--- src/rtl/gaus_conv_block.sv ---
// 5x5 gaussian filter over a held 5-row window: three register stages (row taps, column
// taps, rounding) at one window per cycle, plus a per-frame output pixel counter.
module gaus_conv_block #(
   parameter int PIXW         = 24,
   parameter int FRAME_PIXELS = 2097152
) (
   input  logic            clk,
   input  logic            reset,
   input  logic            in_valid,
   input  logic [39:0]     win_a,
   input  logic [39:0]     win_b,
   input  logic [39:0]     win_c,
   input  logic [39:0]     win_d,
   input  logic [39:0]     win_e,
   output logic [7:0]      pix_out,
   output logic            out_valid,
   output logic [PIXW-1:0] pix_index,
   output logic            frame_done
);

   localparam logic [PIXW-1:0] LAST_IDX = PIXW'(FRAME_PIXELS - 1);

   // [1 4 6 4 1] weighting built from shifts: x + 4y + 6z + 4u + v
   function automatic logic [11:0] tap5_pix(input logic [39:0] row);
      logic [11:0] p [5];
      for (int c = 0; c < 5; c++) p[c] = {4'd0, row[8*c +: 8]};
      return p[0] + p[4] + ((p[1] + p[3]) << 2) + (p[2] << 2) + (p[2] << 1);
   endfunction

   function automatic logic [15:0] tap5_row(input logic [4:0][11:0] h);
      logic [15:0] q [5];
      for (int r = 0; r < 5; r++) q[r] = {4'd0, h[r]};
      return q[0] + q[4] + ((q[1] + q[3]) << 2) + (q[2] << 2) + (q[2] << 1);
   endfunction

   logic             v1_q, v2_q, v3_q;
   logic [4:0][11:0] h_q, h_d;
   logic [15:0]      v_q, v_d;
   logic [7:0]       pix_q, pix_d;
   logic [PIXW-1:0]  cnt_q, cnt_d;
   logic [PIXW-1:0]  idx_q, idx_d;
   logic             done_q, done_d;

   // NOTE: every variable written here gets a default first, so no path can infer a latch.
   always_comb begin
      h_d    = h_q;
      v_d    = v_q;
      pix_d  = pix_q;
      cnt_d  = cnt_q;
      idx_d  = idx_q;
      done_d = 1'b0;
      if (in_valid) begin
         h_d[0] = tap5_pix(win_a);
         h_d[1] = tap5_pix(win_b);
         h_d[2] = tap5_pix(win_c);
         h_d[3] = tap5_pix(win_d);
         h_d[4] = tap5_pix(win_e);
      end
      if (v1_q) v_d = tap5_row(h_q);
      // v peaks at 65280, so v+128 still fits 16 bits and the result fits 8 bits
      if (v2_q) begin
         pix_d  = 8'((v_q + 16'd128) >> 8);
         idx_d  = cnt_q;
         done_d = (cnt_q == LAST_IDX);
         cnt_d  = done_d ? '0 : cnt_q + 1'b1;
      end
   end

   // NOTE: sequential state uses non-blocking assignments so every stage samples pre-edge values.
   always_ff @(posedge clk) begin
      if (reset) begin
         v1_q   <= 1'b0;
         v2_q   <= 1'b0;
         v3_q   <= 1'b0;
         // NOTE: data registers are cleared too, so a flushed pipeline shows zeros, not stale pixels.
         h_q    <= '0;
         v_q    <= '0;
         pix_q  <= '0;
         cnt_q  <= '0;
         idx_q  <= '0;
         done_q <= 1'b0;
      end else begin
         v1_q   <= in_valid;
         v2_q   <= v1_q;
         v3_q   <= v2_q;
         h_q    <= h_d;
         v_q    <= v_d;
         pix_q  <= pix_d;
         cnt_q  <= cnt_d;
         idx_q  <= idx_d;
         done_q <= done_d;
      end
   end

   assign pix_out    = pix_q;
   assign out_valid  = v3_q;
   assign pix_index  = idx_q;
   assign frame_done = done_q;

endmodule

--- config.mk ---
export PLATFORM = sky130hd
export DESIGN_NAME = gaus_conv_block
export DESIGN_NICKNAME = d
export VERILOG_FILES = /design/src/rtl/gaus_conv_block.sv
export SDC_FILE = /design/constraint.sdc
export NUM_CORES = 1
export LEC_CHECK = 0
export CELL_PAD_IN_SITES_DETAIL_PLACEMENT = 1
export CELL_PAD_IN_SITES_GLOBAL_PLACEMENT = 2
export CORE_AREA = 2 2 234 190
export DETAILED_ROUTE_END_ITERATION = 16
export DIE_AREA = 0 0 236 192
export HOLD_SLACK_MARGIN = 0.12
export PLACE_DENSITY = 0.81
export SLEW_MARGIN = 20
export SYNTH_ARGS = -nofsm -noshare
export SYNTH_HDL_FRONTEND = slang
export SYNTH_SLANG_ARGS = --single-unit
--- constraint.sdc ---
create_clock -name clk -period 4.8 [get_ports clk]
set_clock_uncertainty 0.15 [all_clocks]
set_input_delay 1.44 -clock clk [delete_from_list [all_inputs] [get_ports clk]]
set_output_delay 1.44 -clock clk [all_outputs]
set_load 0.02 [all_outputs]
==> results of run 1 <==
## through the flow
stage	std cells	setup WS, ns	instance area, µm²	TNS, ns	hold WS [ns]
after floorplan	1324	-0.0842	13000	-0.0842	0.275
after global placement	2213	-0.739	16800	-14.31	0.296
after detailed placement	2213	-0.892	16800	-16.96	0.304
after CTS	2259	0.00168	17800	0	0.308
after global routing	2267	-0.0536	18200	-0.154	0.330
final	2267	0.0797	18200	0	0.301
## cell type report
| type | instances | share of cell area |
|---|---|---|
| multi-input cells | 987 | 0.559 |
| inverters | 174 | 0.0361 |
| repair buffers | 385 | 0.192 |
| clock buffers | 17 | 0.0234 |
| clock inverters | 15 | 0.00792 |
| well taps | 560 | 0.0386 |
| flip-flops and latches | 129 | 0.142 |
## power groups by stage
stage | Clock [W] | Combinational, W | Sequential [W]
finish | 0.00127 | 0.00699 | 0.00138
global route | 0.00135 | 0.00793 | 0.00141
CTS | 0.00131 | 0.00682 | 0.00139
detailed placement | 0 | 0.00642 | 0.00141
global placement | 0 | 0.00627 | 0.00141
floorplan | 0 | 0.00438 | 0.00135
## metal layers
metal | vias to the layer above | GRT usage | share of wire
met2 | 129 | 0.277 | 0.50
met5 | - | 0 | 0
met1 | 5149 | 0.211 | 0.47
met4 | 0 | 0.0284 | 0.0074
met3 | 21 | 0.0216 | 0.025
li1 | 5223 | - | -
## logic make-up (layout without fill, tap and decap cells)
| family | Yosys count | after routing |
|---|---|---|
| compound gates | 217 | 217 |
| fa+ha+maj | 294 | 294 |
| simple gates | 329 | 329 |
| flops | 129 | 129 |
| buf+inv | 208 | 591 |
| xor+xnor | 89 | 89 |
| mux | 58 | 58 |
## registers in the layout, summed over array words and instances, names as in the netlist
| name | cells |
|---|---|
| v1_q | 1 |
| pix_index | 24 |
| cnt_q | 24 |
| pix_out | 8 |
| h_q | 60 |
| v2_q | 1 |
| v_q | 9 |
| frame_done | 1 |
| out_valid | 1 |
## critical path: stages
cell and delay, ns:
clkdlybuf4s50_1 0.41, ha_1 0.31, nor2b_2 0.16, o21ai_2 0.16, a21boi_2 0.10, o31a_1 0.28
a21oi_2 0.14, fa_2 0.48, ha_4 0.29, ha_4 0.20, ha_4 0.27, nand3_4 0.07
o22ai_4 0.07, o41ai_2 0.32, nand4b_1 0.13, o221ai_1 0.09
## path summary, 6_finish.rpt
kind | startpoint | end | slack, ns | cells past startpoint
hold reg to reg | h_q[10]$_SDFFE_PP0P_ | h_q[10]$_SDFFE_PP0P_ | 0.30 | 2
setup / recovery | win_d[10] | h_q[47]$_SDFFE_PP0P_ | 0.08 | 16
hold / removal | h_q[10]$_SDFFE_PP0P_ | h_q[10]$_SDFFE_PP0P_ | 0.30 | 2
setup reg to reg | h_q[12]$_SDFFE_PP0P_ | v_q[14]$_SDFFE_PP0P_ | 0.23 | 17
## Yosys cell counts, drive strengths merged, types with 5 or more instances
cell and count:
inv 174, buf 15, o41ai 5, nand4 11, and4 5, a21o 15
o21ai 39, a2111oi 5, nand2b 17, xor2 34, and3 20, and2 7
nand2 39, dfxtp 129, ha 146, nor2 153, o21bai 8, o22ai 19
or2 5, nor2b 9, a211oi 28, a21boi 5, a21oi 52, o31ai 8
clkbuf 19, or3 5, xnor2 55, nand3 22, mux2i 58, o21a 11
fa 148, nor3 15
## repair_timing
| action | 4_1_cts | 5_1_grt |
|---|---|---|
| pin swaps | 102 | 91 |
| endpoints found under the setup margin | 20 | 24 |
| resized for setup | 125 | 82 |
| setup buffers | 14 | 8 |
| cloned | 0 | 0 |
## cell usage in the layout (no fill, tap or decap), types with 11 or more instances in the layout
master / instances
nand2b_1: 17
nand2_1: 39
clkdlybuf4s50_1: 183
fa_2: 20
dlymetal6s2s_1: 21
o21a_1: 11
inv_1: 160
clkbuf_16: 17
ha_1: 108
dlygate4sd2_1: 16
nand3_1: 18
a21oi_1: 38
o22ai_1: 14
dfxtp_1: 128
nor3_1: 12
a211oi_1: 23
and3_1: 16
mux2i_1: 58
ha_4: 28
o21ai_0: 23
xnor2_1: 54
nor2_1: 140
fa_1: 128
inv_2: 13
buf_4: 148
a21o_1: 15
xor2_1: 34
==> run metrics, run 1 <==
RSZ-0062 raised after global routing yes; clock latency on the worst-skew pair approximately 0.43 ns; initial antenna violation count 0; Arr. time, crit path approximately 5 ns; Final Setup Violations 0; Root Buffer clkbuf_16; initial DRC count ~300; Max clock buf depth 2; Distinct cells, synth 68; GPL Wtd Cong 0.781; global-route usage over all layers 0.159; fin crit share 0.983; Int Pwr around 0.0054 W; area grow syn2layout 42.6%; first-pass GRT wire length between 50 and 60 mm; flops & latches, synth approximately 130; Core Region between 40000 and 50000 µm²; Slew headroom 0.576; post-synthesis adder-cell area fraction 0.376; post-synthesis compound-gate area fraction 0.115; Power Density ~530 nW/µm²; Syn Std Cell Area ~13000 µm²; Gate Count Post-Synth 1324; Clock power frac 0.131; filler instances just under 5000; row count just under 70; clk sinks roughly 130; num ports roughly 240; combinational share of power 0.725; main combinational cell family by area after synthesis adder cells; Final #Nets 2191; Antenna diodes 0; Synth Area per Inst 9.62 µm²; Synth top area share 0.233; Vias about 11000; Startpoint Class primary input; sequential share of the synthesized area 0.203; die height 192 µm; vias per std cell 4.64; register area between 2000 and 3000 µm²; Leak about 7.9 nW; Worst-Margin Slew roughly 0.64 ns; die area between 40000 and 50000 µm²; Num CTS Buffers 17; main area contributors after synthesis fa_1 23%, dfxtp_1 20%, ha_1 14%; WS Path Type primary input to flop; Post-route DRC 0; drt pass-1 iters 4; Sw Share 0.443; Synth Area in Simple Gates 0.134; Overflow after GRT 0; chip width around 240 µm; hold-fix buffers at CTS 0; Top FF cell, synth dfxtp_1; asr flop ratio synth 0; # H-tree levels 4; final WL roughly 36 mm; Multi-input gate area about 10000 µm²; fin util 0.424; WL/cell roughly 16 µm; run status completed; largest net degree at the start of global routing 70; Sequential Power Share 0.144; Critical Path End Type flop; count of input and output buffers roughly 240; maximum VDD drop 0.380 mV; Net Sw Power approximately 0.0043 W; Post-synth EDFFs 0; minimum clock period between 4 and 5 ns; clock slew at reported path FFs ~0.07 ns; warnings from Yosys 0; vias in the first global route 11700; Synth Area in XOR/XNOR 0.0612; ANT nets after route 0; max-cap check violation count 0; largest fanout on the critical path 3; DPL Wire Length 29.0 mm; TritonCTS clock tree yes; Max Slew Vio Count 0; Synth Net Count 1821; Power, Total 0.00965 W; worst min-delay path category flop to flop; Final Hold Viols 0; mux contribution to synthesized area 0.0456; area leader, netlist fa_1; CP required approximately 5 ns; layout cells sized above 1 0.210; fmax around 0.21 GHz; starting density of the core 0.298
No activity file was read; power rests on OpenSTA's default activity.
==> inputs of run 2 (changes only) <==
--- a/config.mk
+++ b/config.mk
@@ -12,6 +12,7 @@
 export DIE_AREA = 0 0 236 192
 export HOLD_SLACK_MARGIN = 0.12
 export PLACE_DENSITY = 0.81
+export SKIP_CTS_REPAIR_TIMING = 1
 export SLEW_MARGIN = 20
 export SYNTH_ARGS = -nofsm -noshare
 export SYNTH_HDL_FRONTEND = slang
==> run metrics, run 2 (synthesized netlist as in run 1, its figures left out) <==
run status completed; Arr. time, crit path 4.94 ns (+0.02 ns); CP dominant cell by count ha_4; Critical-path top delay cell fa_2; largest net degree at the start of global routing 70 (unchanged); most frequent cells in the layout 185 x clkdlybuf4s50_1, 159 x inv_1, 144 x buf_4; Setup WS post-layout 0.0279 ns (-0.0518 ns); CP required 4.97 ns (-0.03 ns); Worst Path Buf+Inv 2 (+1); minimum clock period 4.77 ns (+0.0518 ns); Overflow after GRT 0 (unchanged); clk sinks 129 (unchanged); Worst R2R Path Depth 17 (unchanged); maximum VDD drop 0.381 mV (about the same); number of flip-flops in the largest register 60 (unchanged); initial DRC count 286 (-5.0%); worst min-delay path category flop to flop; Worst-Margin Slew 0.636 ns (+0.00000435 ns); initial antenna violation count 0 (unchanged); fin util 0.427 (+0.00313); fin crit share 0.994 (+0.0108); die height 192 µm (unchanged); clock latency on the worst-skew pair 0.43 ns (about the same); Vias 10500 (-0.35%); vias in the first global route 11500 (-1.4%); max-cap check violation count 0 (unchanged); Critical Path, Cell by Cell buf_8 > ha_4 > inv_2 > fa_2 > nor2b_4 > o21ai_2 > a21boi_2 > o31a_1 > a21oi_2 > fa_2 > ha_4 > ha_4 > ha_4 > nand3_2 > o22ai_2 > o41ai_2 > or4b_1 > o311ai_1; Startpoint Class primary input; Post-route DRC 0 (unchanged); WHS Path Cells 2 (unchanged); GPL Wtd Cong 0.781 (unchanged); Root Buffer clkbuf_16; setup total negative slack 0 ns (unchanged); Num CTS Buffers 17 (unchanged); Max clock buf depth 2 (unchanged); largest fanout on the critical path 3 (unchanged); count of input and output buffers 236 (unchanged); clock slew at reported path FFs 0.07 ns (about the same); fmax 0.210 GHz (-1.1%); vias per std cell 4.64 (-0.13%); drt pass-1 iters 4 (unchanged); DP Worst Slack -0.892 ns (unchanged); area grow syn2layout 43.7%; # H-tree levels 4 (unchanged); Slew headroom 0.576 (about the same); Core Region 42800 µm² (unchanged); layout cells sized above 1 0.209 (-0.000559); DPL Wire Length 29.0 mm (unchanged); starting density of the core 0.298 (unchanged); RSZ-0062 raised after global routing yes; Power Density 529 nW/µm² (-0.43%); chip width 236 µm (unchanged); Antenna diodes 0 (unchanged); first-pass GRT wire length 57.6 mm (-1.6%); Critical Path End Type flop; Final Setup Violations 0 (unchanged); global-route usage over all layers 0.156 (-0.00289); WS Path Type primary input to flop; die area 45300 µm² (unchanged); top layer in use met4; Sequential Power Share 0.143 (about the same); WL/cell 15.7 µm (+0.22%); Final Hold Viols 0 (unchanged); Clock power frac 0.131 (about the same); ANT nets after route 0 (unchanged); Leak 8.08 nW (+2.1%); Max Slew Vio Count 0 (unchanged); combinational share of power 0.726 (about the same); Critical Path Stages 18 (+2); Final Non-Filler Cells 2262 (-0.22%); placed insts 2213 (unchanged); met1 wire length 17.1 mm (+1.9%); Final #Nets 2186 (-0.23%); CP delay by family, top adder cells; Sw Share 0.443 (about the same); Reg with most FFs h_q; Int Pwr 0.00539 W (+0.34%); TritonCTS clock tree yes; final hold slack 0.311 ns (+0.0103 ns); met2 WL post-DR 17.5 mm (-0.99%); row count 68 (unchanged); final WL 35.6 mm (about the same); met3 wire len 757 µm (-16%); Net Sw Power 0.00429 W (+0.26%); num ports 237 (unchanged); commonest non-fill, non-tap cell in the layout clkdlybuf4s50_1; CP peak stage delay 0.60 ns (+0.12 ns)
-- run 2: power groups by stage --
stage	registers, W	clock network [W]	logic (W)
after floorplan	0.00135	0	0.00438
after global placement	0.00141	0	0.00627
after detailed placement	0.00141	0	0.00642
after CTS	0.00139	0.00131	0.00651
after global routing	0.00141	0.00135	0.00796
final	0.00138	0.00127	0.00702
-- run 2: worst paths after layout --
| kind | start | slack [ns] | endpoint |
|---|---|---|---|
| worst max-delay path | win_b[24] | 0.03 | h_q[23]$_SDFFE_PP0P_ |
| worst min-delay path | h_q[10]$_SDFFE_PP0P_ | 0.31 | h_q[10]$_SDFFE_PP0P_ |
| worst max register to register | h_q[12]$_SDFFE_PP0P_ | 0.23 | v_q[14]$_SDFFE_PP0P_ |
| worst min register to register | h_q[10]$_SDFFE_PP0P_ | 0.31 | h_q[10]$_SDFFE_PP0P_ |
-- run 2: per-layer routing --
layer / up-vias / global-route usage
li1: 5204 / -
met1: 5140 / 0.210
met2: 124 / 0.270
met3: 17 / 0.0207
met4: 0 / 0.0250
met5: - / 0
-- run 2: layout make-up --
type	count	area (µm²)
Clock buffer	17	425
Clock inverter	15	144
Fill cell	4797	24500
Inverter	174	656
Multi-Input combinational cell	987	10200
Sequential cell	129	2580
Tap cell	560	701
Timing Repair Buffer	380	3560
-- run 2: metrics by stage --
stage	cell area (µm²)	power, W
2_1_floorplan	13000	0.00573
3_3_place_gp	16800	0.00768
3_5_place_dp	16800	0.00783
4_1_cts	17400	0.00920
5_1_grt	18300	0.0107
6_report	18300	0.00967
-- run 2: worst register-to-register path, stage by stage (launching register included) --
cell and delay (ns):
dfxtp_1 0.34, ha_1 0.23, inv_1 0.07, fa_1 0.40, nor2b_1 0.20, o31a_1 0.23, o22ai_1 0.19, nand3b_1 0.22
nand3_1 0.10, fa_1 0.44, ha_1 0.32, ha_1 0.30, ha_2 0.39, and3_1 0.22, and2_1 0.16, a31oi_1 0.09
and3_1 0.20, o31ai_1 0.22
